--- src/rtl/stack_pkg.sv ---
// Op-code constants and sequencer state encoding shared by stack_ctrl and its users.
package stack_pkg;

  localparam logic [1:0] OP_PUSH = 2'b00;
  localparam logic [1:0] OP_POP  = 2'b01;
  localparam logic [1:0] OP_CALL = 2'b10;
  localparam logic [1:0] OP_RET  = 2'b11;

  typedef enum logic [2:0] {
    IDLE,
    WR,
    WR_PC,
    WR_FL,
    INC,
    RD,
    RD_FL,
    RD_PC
  } state_t;

endpackage

--- src/rtl/stack_ctrl.sv ---
// Stack sequencer in front of the data memory: one PUSH/POP/CALL/RET at a time, done after 1/2/2/3 cycles.
// Busy ops deassert op_ready; a failed capacity check still costs one cycle before op_ready returns.
module stack_ctrl
  import stack_pkg::*;
#(
  parameter logic [7:0] STACK_TOP    = 8'hFF,
  parameter logic [7:0] STACK_BOTTOM = 8'hC0
) (
  input  logic       clk,
  input  logic       rst_n,
  input  logic       op_valid,
  input  logic [1:0] op_code,
  output logic       op_ready,
  input  logic [7:0] push_data,
  input  logic [7:0] pc_in,
  input  logic [7:0] flags_in,
  input  logic       err_clr,
  input  logic [7:0] mem_dout,
  output logic [7:0] sp_out,
  output logic       mem_sel_sp,
  output logic       mem_rd,
  output logic       mem_wr,
  output logic [7:0] mem_din,
  output logic [7:0] pop_data,
  output logic [7:0] pc_out,
  output logic [7:0] flags_out,
  output logic       done,
  output logic       err_ovf,
  output logic       err_unf
);

  state_t     state, state_nxt;
  logic [7:0] sp;
  logic [7:0] occ;
  logic [1:0] op_q;
  logic [7:0] push_q, pc_q, flags_q;
  logic       fail_pend, fail_ovf;
  logic       op_ok, accept;

  assign occ      = STACK_TOP - sp;
  assign sp_out   = sp;
  assign op_ready = (state == IDLE) && !fail_pend;
  assign accept   = op_valid && op_ready;

  // SP points at the next free byte, so free entries = SP - STACK_BOTTOM + 1.
  always_comb begin
    op_ok = 1'b0;
    case (op_code)
      OP_PUSH: op_ok = (sp >= STACK_BOTTOM);
      OP_CALL: op_ok = (sp > STACK_BOTTOM);
      OP_POP:  op_ok = (occ >= 8'd1);
      default: op_ok = (occ >= 8'd2);
    endcase
  end

  always_comb begin
    state_nxt  = state;
    mem_sel_sp = 1'b0;
    mem_rd     = 1'b0;
    mem_wr     = 1'b0;
    mem_din    = 8'h00;
    case (state)
      IDLE: begin
        if (accept && op_ok) begin
          case (op_code)
            OP_PUSH: state_nxt = WR;
            OP_CALL: state_nxt = WR_PC;
            default: state_nxt = INC;
          endcase
        end
      end
      WR: begin
        mem_sel_sp = 1'b1;
        mem_wr     = 1'b1;
        mem_din    = push_q;
        state_nxt  = IDLE;
      end
      WR_PC: begin
        mem_sel_sp = 1'b1;
        mem_wr     = 1'b1;
        mem_din    = pc_q;
        state_nxt  = WR_FL;
      end
      WR_FL: begin
        mem_sel_sp = 1'b1;
        mem_wr     = 1'b1;
        mem_din    = flags_q;
        state_nxt  = IDLE;
      end
      INC:     state_nxt = (op_q == OP_POP) ? RD : RD_FL;
      RD: begin
        mem_sel_sp = 1'b1;
        mem_rd     = 1'b1;
        state_nxt  = IDLE;
      end
      RD_FL: begin
        mem_sel_sp = 1'b1;
        mem_rd     = 1'b1;
        state_nxt  = RD_PC;
      end
      RD_PC: begin
        mem_sel_sp = 1'b1;
        mem_rd     = 1'b1;
        state_nxt  = IDLE;
      end
      default: state_nxt = IDLE;
    endcase
  end

  always_ff @(posedge clk or negedge rst_n) begin
    if (!rst_n) begin
      state     <= IDLE;
      sp        <= STACK_TOP;
      op_q      <= OP_PUSH;
      push_q    <= 8'h00;
      pc_q      <= 8'h00;
      flags_q   <= 8'h00;
      fail_pend <= 1'b0;
      fail_ovf  <= 1'b0;
      done      <= 1'b0;
      err_ovf   <= 1'b0;
      err_unf   <= 1'b0;
      pop_data  <= 8'h00;
      pc_out    <= 8'h00;
      flags_out <= 8'h00;
    end else begin
      state     <= state_nxt;
      done      <= fail_pend || ((state != IDLE) && (state_nxt == IDLE));
      fail_pend <= accept && !op_ok;
      if (accept) begin
        op_q     <= op_code;
        push_q   <= push_data;
        pc_q     <= pc_in;
        flags_q  <= flags_in;
        fail_ovf <= (op_code == OP_PUSH) || (op_code == OP_CALL);
      end
      case (state)
        WR, WR_PC, WR_FL: sp <= sp - 8'd1;
        INC:              sp <= sp + 8'd1;
        RD:               pop_data <= mem_dout;
        RD_FL: begin
          sp        <= sp + 8'd1;
          flags_out <= mem_dout;
        end
        RD_PC:            pc_out <= mem_dout;
        default: ;
      endcase
      // A fresh error outranks a simultaneous clear.
      if (fail_pend && fail_ovf)       err_ovf <= 1'b1;
      else if (err_clr)                err_ovf <= 1'b0;
      if (fail_pend && !fail_ovf)      err_unf <= 1'b1;
      else if (err_clr)                err_unf <= 1'b0;
    end
  end

endmodule

--- config.mk ---
export PLATFORM = sky130hd
export DESIGN_NAME = stack_ctrl
export DESIGN_NICKNAME = d
export VERILOG_FILES = /design/src/rtl/stack_pkg.sv /design/src/rtl/stack_ctrl.sv
export SDC_FILE = /design/constraint.sdc
export NUM_CORES = 1
export LEC_CHECK = 0
export CAP_MARGIN = 20
export CORE_MARGIN = 1.5
export CORE_UTILIZATION = 48
export CTS_CLUSTER_SIZE = 28
export DETAILED_ROUTE_END_ITERATION = 8
export GPL_TIMING_DRIVEN = 0
export PLACE_DENSITY = 0.76
export SLEW_MARGIN = 30
export SYNTH_ARGS = -nofsm -noshare
export SYNTH_HDL_FRONTEND = slang
export SYNTH_SLANG_ARGS = --single-unit
--- constraint.sdc ---
create_clock -name clk -period 2.7 [get_ports clk]
set_clock_uncertainty 0.2 [all_clocks]
set_input_delay 0.27 -clock clk [delete_from_list [all_inputs] [get_ports clk]]
set_output_delay 0.27 -clock clk [all_outputs]
set_load 0.01 [all_outputs]
==> run metrics, run 1 <==
status=finished, final reports clean; Comb pwr share=51.4%; IO Port Bufs=84; layout cells sized above 1=27.2%; Worst Setup Start Kind=register; post-synthesis adder-cell area fraction=3.04%; drt via density=5.35; measured slew at the worst slew-check pin=0.726 ns; Synth Area in XOR/XNOR=0.840%; post-detailed-route DRC marker count=0; Final Hold Vio Count=0; Initial Util=49.5%; EDFF count, synth=0; multi-input logic area=1370 sq um; Sink Count=66; H-tree depth reported by CTS=3; Min-Delay Path Class=input pin to async pin; Place WS=0.137 ns; Avg Inst Size Synth=12.3 sq um; peak supply drop=0.824 mV; clock slew at the register clock pins of the worst setup and hold paths=0.08 ns; Final nets=397; CORE AREA=6310 sq um; total design power=0.00593 W; Mapped Area=3130 sq um; met1 WL=3070 um; Synth Instances=255; filler cell count=505; Synth Flop Type=dfrtp_1; postcts setup bufs=0; Final Critical Period=2.56 ns; Seq pwr share=31.2%; Initial DRT Pass Iterations=4; Worst Path Arrival=2.09 ns; routed wl met3=328 um; final core occ=68.9%; sw power=0.00204 W; max-cap violation count=0; synthesized netlist net count=300; metal2 WL=3080 um; io pins=85; Leak Pwr=1.81 nW; GR Util All Layers=20.2%; CP Class=register to primary output; FF/Latch Area=1660 sq um; Worst Path Required=2.23 ns; wire length of the first global-routing pass=11200 um; post-DR wirelength/cell=15.2 um; largest cells by area after synthesis=dfrtp_1 46%, mux2_2 21%, dfstp_2 6.7%, ha_1 2.4%, a22oi_1 1.9%; Hold Slack=0.167 ns; Slew Limit Fails=0; vias in the first global route=2397; Root Buffer=clkbuf_8; antenna fix cells=0; chip height=83.7 um; WL final=6580 um; Max Used Layer=met4; clock group share of total power=17.4%; Area growth, synth to finish=39.2%; Synth top area share=46.4%; #FFs+latches synth=66; yosys warns=0; register area share after synthesis=53.1%; Clock Path Buffers=2; Compound-Gate Fraction of Synth Area=8.76%; Distinct cells, synth=45; Skew-Pair Late Insertion Delay=0.33 ns; Post-DP HPWL=4690 um; CTS tree=done; simple-gate area share of the yosys netlist=9.80%; Inserted Clock Buffers=9; die area=7010 sq um; switching portion of total power=34.5%; Synth top cells by count=58 x dfrtp_1, 58 x mux2_2, 16 x nor2_1; Max transition margin=51.2%; Final setup viols=0; Worst Setup Slack, final=0.142 ns; GP Congestion=0.845; initial antenna violation count=0; Routed Antenna Nets=0; crit path max fanout=10; Crit. End Element=primary output; GRT overflow=0; fin crit share=94.7%; unrepaired setup endpoints after global routing=false; area leader, netlist=dfrtp_1; chip width=83.7 um; largest family of logic cells by synthesized area=multiplexers; multiplexer share of the synthesized area=21.2%; Pwr Density=1360 nW/um^2; DR vias=2323; internal power=0.00389 W; Fmax achieved=0.391 GHz; Site Rows=29; largest net degree at the start of global routing=45; DRT iter0 DRCs=70; Post-synth ARST share=100%
[cell usage in the layout (no fill, tap or decap), types with 3 or more instances in the layout]
cell type	synthesis	routed
dfstp_2	8	8
clkdlybuf4s50_1	0	83
nor2b_1	4	4
clkbuf_8	0	10
o21ai_0	11	11
a211oi_1	3	3
dfrtp_1	58	58
buf_2	6	5
nor2_1	16	16
inv_1	10	9
a21oi_1	4	4
mux2_2	58	58
a22oi_1	8	8
nor3_1	4	4
bufinv_16	0	3
nand2_1	13	13
nor4b_1	5	5
ha_1	6	6
[sequential cells by signal, summed over array words and instances, names as in the netlist]
| signal | count |
|---|---|
| pop_data | 8 |
| pc_out | 8 |
| err_unf | 1 |
| flags_q | 8 |
| pc_q | 8 |
| flags_out | 8 |
| err_ovf | 1 |
| sp_out | 8 |
| fail_ovf | 1 |
| op_q | 2 |
| fail_pend | 1 |
| done | 1 |
| push_q | 8 |
| state | 3 |
[timing repair]
action | 4_1_cts | 5_1_grt
hold endpoints to repair | 62 | 0
hold buffers | 1 | 0
gates resized for setup | 1 | 6
endpoints found under the setup margin | 2 | 9
[power by group through the flow]
stage,Combinational (W),Clock (W),Sequential [W]
final,0.00305,0.00103,0.00185
after detailed placement,0.00304,0,0.00187
after floorplan,0.00177,0,0.00194
after global placement,0.00297,0,0.00185
after CTS,0.00306,0.00104,0.00185
after global routing,0.00332,0.00109,0.00193
[final timing paths]
| check | startpoint | to | slack, ns | cells after the start |
|---|---|---|---|---|
| worst min register to register | fail_ovf$_DFFE_PN0P_ | err_unf$_DFFE_PN0P_ | 0.29 | 1 |
| max in group asynchronous | rst_n | sp_out[1]$_DFFE_PN1P_ | 1.54 | 3 |
| worst max register to register | state[0]$_DFF_PN0_ | sp_out[6]$_DFFE_PN1P_ | 0.17 | 7 |
| worst max-delay path | state[1]$_DFF_PN0_ | mem_din[7] | 0.14 | 6 |
| worst min-delay path | rst_n | push_q[7]$_DFFE_PN0P_ | 0.17 | 2 |
| min in group clk | fail_ovf$_DFFE_PN0P_ | err_unf$_DFFE_PN0P_ | 0.29 | 1 |
[metrics by stage]
| stage | instances | setup TNS (ns) | cell area (sq um) |
|---|---|---|---|
| floorplan | 255 | 0 | 3130 |
| global placement | 416 | -63.44 | 4070 |
| detailed placement | 417 | 0 | 4080 |
| CTS | 434 | 0 | 4350 |
| global route | 434 | 0 | 4350 |
| finish | 434 | 0 | 4350 |
[cell type report]
cell class / instances / area share (%)
inverter: 10 / 0.862
multi-input combinational: 167 / 31.4
clock buffer: 10 / 3.16
clock inverter: 6 / 2.62
sequential: 66 / 38.2
tap: 77 / 2.21
buffer: 12 / 1.67
timing repair buffer: 86 / 19.9
[kinds of logic after synthesis]
kind of cell	Yosys count
DFF	66
muxes	59
and+or+nand+nor	57
AOI/OAI and AO/OA	41
buffers and inverters	22
adders and majority gates	7
xor gates and xnor gates	3
[layer usage]
layer	global-route usage, %	vias to the layer above
met5	0	-
met1	26.7	1145
li1	-	1111
met2	32.7	58
met3	4.45	9
met4	7.90	0
[critical path: stages, from the launching register on]
cell             delay (ns)
dfrtp_1                0.32
buf_2                  0.21
buf_6                  0.19
mux2_2                 0.35
a22oi_1                0.15
nor2_1                 0.06
clkdlybuf4s50_1        0.49
No activity file was read; power rests on OpenSTA's default activity.
==> run 2: changes to the inputs <==
CORE_MARGIN = unset   (was 1.5)
CORE_UTILIZATION = 41   (was 48)
PLACE_DENSITY = 0.66   (was 0.76)
==> run 2 against run 1 <==
  * Sequential share of layout area down 0.066 points
  * Global-route usage down 1.6 points
  * Non-clock buffer count unchanged
  * Total power down 1.1%
  * Clock-buffer cell count down 1
  * Cell area up 0.17%
  * Highest routed layer unchanged
  * Fmax down 0.24%
  * Via count up 0.95%
  * Flip-flop and latch count unchanged
  * Combinational power about the same
  * Core utilization down 9.5 points
  * Largest cell class unchanged
  * Critical endpoint is now mem_din[6]
==> run metrics, run 2 (synthesis gave the netlist of run 1 again) <==
status=finished, final reports clean (unchanged); fin crit share=95.0% (was 94.7%); Reg2Reg Depth=8 (was 7); total design power=0.00587 W (was 0.00593 W); Post-DP HPWL=4840 um (was 4690 um); CORE AREA=7330 sq um (was 6310 sq um); Sink Count=66 (unchanged); IO Port Bufs=84 (unchanged); Worst Path Required=2.23 ns (about the same); Final setup viols=0 (unchanged); Root Buffer=clkbuf_8 (unchanged); filler cell count=609 (was 505); chip height=89.3 um (was 83.7 um); WL final=6900 um (was 6580 um); drt via density=5.14 (was 5.35); Crit-path slowest cell=clkdlybuf4s50_1 (unchanged); CP Class=register to primary output (unchanged); Inserted Clock Buffers=9 (unchanged); chip width=89.3 um (was 83.7 um); initial antenna violation count=0 (unchanged); largest net degree at the start of global routing=42 (was 45); post-detailed-route DRC marker count=0 (unchanged); Crit. End Element=primary output (unchanged); Clock Path Buffers=2 (unchanged); GR Util All Layers=18.6% (was 20.2%); post-DR wirelength/cell=15.1 um (was 15.2 um); CTS tree=done (unchanged); H-tree depth reported by CTS=3 (unchanged); Final Hold Vio Count=0 (unchanged); Worst Setup Start Kind=register (unchanged); antenna fix cells=0 (unchanged); max-cap violation count=0 (unchanged); crit path max fanout=10 (unchanged); Crit path largest cell delay=0.50 ns (was 0.49 ns); measured slew at the worst slew-check pin=0.702 ns (was 0.726 ns); commonest cells after routing, fill and taps aside=82 x clkdlybuf4s50_1, 58 x mux2_2, 58 x dfrtp_1, 16 x nor2_1, 13 x nand2_1 (was 83 x clkdlybuf4s50_1, 58 x mux2_2, 58 x dfrtp_1, 16 x nor2_1, 13 x nand2_1); Min-Delay Path Class=input pin to async pin (unchanged); commonest non-fill, non-tap cell in the layout=clkdlybuf4s50_1 (unchanged); Final nets=397 (unchanged); Slew Limit Fails=0 (unchanged); DRT iter0 DRCs=124 (was 70); Final Critical Period=2.56 ns (about the same); GP Congestion=0.851 (was 0.845); wire length of the first global-routing pass=11000 um (was 11200 um); postcts setup bufs=0 (unchanged); Initial DRT Pass Iterations=4 (unchanged); Area growth, synth to finish=39.4% (was 39.2%); Initial Util=42.7% (was 49.5%); CP Cell Sequence=clkbuf_4 > buf_6 > mux2_2 > a22oi_1 > nor2_1 > clkdlybuf4s50_1 (was buf_2 > buf_6 > mux2_2 > a22oi_1 > nor2_1 > clkdlybuf4s50_1); Leak Pwr=1.82 nW (was 1.81 nW); Skew-Pair Late Insertion Delay=0.34 ns (was 0.33 ns); Worst Path Buf+Inv=3 (unchanged); FF-to-FF setup slack=0.18 ns (was 0.17 ns); Fmax achieved=0.390 GHz (was 0.391 GHz); unrepaired setup endpoints after global routing=false (unchanged); DR vias=2345 (was 2323); Crit path max-delay family=buffers and inverters (unchanged); io pins=85 (unchanged); R2R Path Start=state[2]$_DFF_PN0_ (was state[0]$_DFF_PN0_); Site Rows=31 (was 29); Pwr Density=1350 nW/um^2 (was 1360 nW/um^2); GRT overflow=0 (unchanged); layout cells sized above 1=27.5% (was 27.2%); Worst Path Arrival=2.09 ns (about the same); Max transition margin=52.9% (was 51.2%); clock slew at the register clock pins of the worst setup and hold paths=0.08 ns (about the same); Final TNS setup=0 ns (unchanged); vias in the first global route=2194 (was 2397); peak supply drop=0.604 mV (was 0.824 mV); die area=7980 sq um (was 7010 sq um); Routed Antenna Nets=0 (unchanged); RR Endpoint=sp_out[6]$_DFFE_PN1P_ (unchanged)
-- run 2: timing repair --
| action | 4_1_cts | 5_1_grt |
|---|---|---|
| hold buffers | 1 | 0 |
| hold endpoints to repair | 33 | 0 |
| resized for setup | 3 | 6 |
| endpoints found under the setup margin | 8 | 9 |
| gates cloned | 0 | 0 |
-- run 2: where the power goes --
part / switching [W] / internal (W) / leakage (nW) / total (W)
logic: 0.00137 / 0.00171 / 0.931 / 0.00307
clock network: 0.000407 / 0.000528 / 0.114 / 0.000935
registers: 0.000309 / 0.00155 / 0.774 / 0.00186
total: 0.00208 / 0.00378 / 1.82 / 0.00587
-- run 2: layer usage --
metal | global-route usage [%] | part of all wire, % | vias up
met5 | 0 | 0 | -
met4 | 8.08 | 1.6 | 0
met2 | 28.0 | 45 | 84
met1 | 25.6 | 48 | 1130
met3 | 4.62 | 5.6 | 12
li1 | - | - | 1119
-- run 2: how the worst max path moves through the flow --
stage	startpoint	end	slack, ns	depth (start not counted)
floorplan	state[2]$_DFF_PN0_	sp_out[6]$_DFFE_PN1P_	0.34	8
global placement	rst_n	flags_q[1]$_DFFE_PN0P_	-1.12	1
detailed placement	state[2]$_DFF_PN0_	sp_out[6]$_DFFE_PN1P_	-0.005	8
CTS	state[1]$_DFF_PN0_	mem_din[7]	0.05	6
global route	state[1]$_DFF_PN0_	mem_din[2]	0.003	6
finish	state[1]$_DFF_PN0_	mem_din[6]	0.14	6
-- run 2: area by class of cell --
type | count | area, sq um | share of cell area (%)
plain buffers | 12 | 75.1 | 1.72
clock buffers | 9 | 124 | 2.84
clock inverters | 7 | 100 | 2.30
inverters | 10 | 37.5 | 0.861
multi-input cells | 167 | 1370 | 31.4
flip-flops and latches | 66 | 1660 | 38.1
well taps | 99 | 124 | 2.84
repair buffers | 86 | 871 | 20.0
-- run 2: through the flow --
step           worst slack [ns]  hold WS (ns)  std cells  area (sq um)  utilization (%)
2_1_floorplan             0.338        -0.226        255          3130                -
3_3_place_gp              -1.12         0.284        438          4090             55.8
3_5_place_dp           -0.00467        0.0977        439          4110             56.1
4_1_cts                  0.0497         0.273        456          4350             59.3
5_1_grt                 0.00273         0.304        456          4360             59.5
6_report                  0.136         0.264        456          4360             59.5
==> run 3: changes to the inputs <==
RECOVER_POWER = 50   (was unset)
SLEW_MARGIN = 10   (was 30)
==> run 3 against run 2 <==
  * Total power is 1.1% lower
  * First-iteration DRC count is 20% lower
  * Core utilization is 0.26 points lower
  * Critical path depth stayed put
  * Die area unchanged
  * Via count fell by 0.64%
  * Sequential share of layout area increased by 0.16 points
  * Final cell count unchanged
  * Global-route usage fell by 0.45 points
  * Cell area is 0.43% lower
  * Clock power down 0.4%
  * Flip-flop and latch count is the same
  * Critical path type unchanged
  * Highest routed layer unchanged
==> run metrics, run 3 (synthesis gave the netlist of run 1 again) <==
crit path max fanout=10 (unchanged); Crit path max-delay family=buffers and inverters (unchanged); Initial Util=42.7% (unchanged); Worst Path Required=2.23 ns (about the same); Max transition margin=17.4% (was 52.9%); GP Congestion=0.851 (unchanged); WP depth=6 (unchanged); filler cell count=597 (was 609); Clock Path Buffers=2 (unchanged); Sink Count=66 (unchanged); Final nets=397 (unchanged); RR Endpoint=sp_out[6]$_DFFE_PN1P_ (unchanged); DRT iter0 DRCs=99 (was 124); Post-DP HPWL=4820 um (was 4840 um); Worst Setup Start Kind=register (unchanged); Worst Path Arrival=2.08 ns (was 2.09 ns); chip height=89.3 um (unchanged); commonest non-fill, non-tap cell in the layout=clkdlybuf4s50_1 (unchanged); clock slew at the register clock pins of the worst setup and hold paths=0.08 ns (about the same); Final setup viols=0 (unchanged); Crit-path slowest cell=clkdlybuf4s50_1 (unchanged); DR vias=2330 (was 2345); io pins=85 (unchanged); chip width=89.3 um (unchanged); Routed Antenna Nets=0 (unchanged); initial antenna violation count=0 (unchanged); Fmax achieved=0.392 GHz (was 0.390 GHz); postcts setup bufs=0 (unchanged); total design power=0.00580 W (was 0.00587 W); Final Critical Period=2.55 ns (was 2.56 ns); Seq pwr share=31.8% (was 31.7%); Crit. End Element=primary output (unchanged); GRT overflow=0 (unchanged); Root Buffer=clkbuf_8 (unchanged); post-DR wirelength/cell=14.8 um (was 15.1 um); multi-input logic area=1370 sq um (unchanged); wire length of the first global-routing pass=10700 um (was 11000 um); R2R Path Start=state[2]$_DFF_PN0_ (unchanged); Comb pwr share=52.1% (was 52.4%); Hold Slack=0.261 ns (was 0.264 ns); GR Util All Layers=18.1% (was 18.6%); commonest cells after routing, fill and taps aside=65 x clkdlybuf4s50_1, 58 x mux2_2, 58 x dfrtp_1, 18 x dlygate4sd3_1, 16 x nor2_1 (was 82 x clkdlybuf4s50_1, 58 x mux2_2, 58 x dfrtp_1, 16 x nor2_1, 13 x nand2_1); IO Port Bufs=84 (unchanged); CTS tree=done (unchanged); Crit path largest cell delay=0.50 ns (about the same); CP Class=register to primary output (unchanged); Skew-Pair Late Insertion Delay=0.34 ns (about the same); status=finished, final reports clean (unchanged); clock group share of total power=16.1% (was 15.9%); Min-Delay Path Class=input pin to async pin (unchanged); unrepaired setup endpoints after global routing=false (unchanged); Final Hold Vio Count=0 (unchanged); Leak Pwr=1.82 nW (about the same); WL final=6760 um (was 6900 um); die area=7980 sq um (unchanged); FF/Latch Area=1660 sq um (unchanged); CP Cell Sequence=clkbuf_4 > buf_6 > mux2_2 > a22oi_1 > nor2_1 > clkdlybuf4s50_1 (unchanged); fin crit share=94.6% (was 95.0%); measured slew at the worst slew-check pin=1.24 ns (was 0.702 ns); layout cells sized above 1=26.9% (was 27.5%); switching portion of total power=35.7% (was 35.5%); vias in the first global route=2206 (was 2194); Area growth, synth to finish=38.8% (was 39.4%); post-detailed-route DRC marker count=0 (unchanged); max-cap violation count=0 (unchanged); Inserted Clock Buffers=9 (unchanged); Worst Path Buf+Inv=3 (unchanged); drt via density=5.11 (was 5.14); Pwr Density=1340 nW/um^2 (was 1350 nW/um^2); Inst Count DP=439 (unchanged); peak supply drop=0.534 mV (was 0.604 mV); Initial DRT Pass Iterations=4 (unchanged); Site Rows=31 (unchanged); sw power=0.00207 W (was 0.00208 W); FF-to-FF setup slack=0.17 ns (was 0.18 ns); Reg2Reg Depth=8 (unchanged); largest net degree at the start of global routing=57 (was 42); CORE AREA=7330 sq um (unchanged); Final TNS setup=0 ns (unchanged); final std cells w/o fill=456 (unchanged); Slew Limit Fails=0 (unchanged); internal power=0.00373 W (was 0.00378 W); H-tree depth reported by CTS=3 (unchanged); antenna fix cells=0 (unchanged)
run 3: worst max path at each step:
stage	start	to	slack, ns
3_5_place_dp	state[2]$_DFF_PN0_	sp_out[6]$_DFFE_PN1P_	0.02
2_1_floorplan	state[2]$_DFF_PN0_	sp_out[6]$_DFFE_PN1P_	0.34
4_1_cts	state[1]$_DFF_PN0_	mem_din[7]	0.05
3_3_place_gp	rst_n	flags_q[1]$_DFFE_PN0P_	-1.12
6_report	state[1]$_DFF_PN0_	mem_din[2]	0.15
5_1_grt	state[1]$_DFF_PN0_	mem_din[2]	0.007
run 3: power groups by stage:
stage / Sequential [W] / Combinational (W) / Clock (W)
global route: 0.00191 / 0.00336 / 0.000991
global placement: 0.00186 / 0.00300 / 0
CTS: 0.00185 / 0.00308 / 0.000957
floorplan: 0.00194 / 0.00177 / 0
finish: 0.00185 / 0.00302 / 0.000931
detailed placement: 0.00187 / 0.00306 / 0
run 3: area by class of cell:
| class | instances | area share (%) |
|---|---|---|
| buffer | 12 | 1.73 |
| timing repair buffer | 86 | 19.6 |
| multi-input combinational | 167 | 31.5 |
| clock inverter | 7 | 2.31 |
| clock buffer | 9 | 2.85 |
| tap | 99 | 2.85 |
| inverter | 10 | 0.865 |
| sequential | 66 | 38.3 |
run 3: repair_timing:
action                                  in CTS  in global routing
hold endpoints to repair                    64                  0
hold buffers                                 1                  0
resized for setup                            3                  6
pin swaps                                    0                  0
endpoints found under the setup margin       8                  9
run 3: metal layers:
metal  GRT usage (%)  wire length [um]  share of wire (%)
met3            4.25               331                4.9
met4            7.36                91                1.3
met2            27.8              3050                 45
met1            24.9              3290                 49
met5               0                 0                  0
run 3: stage by stage:
step / cell area (sq um) / setup WS (ns) / utilization [%]
4_1_cts: 4360 / 0.0513 / 59.4
5_1_grt: 4340 / 0.00662 / 59.2
2_1_floorplan: 3130 / 0.338 / -
3_3_place_gp: 4090 / -1.12 / 55.8
3_5_place_dp: 4120 / 0.0156 / 56.2
6_report: 4340 / 0.146 / 59.2
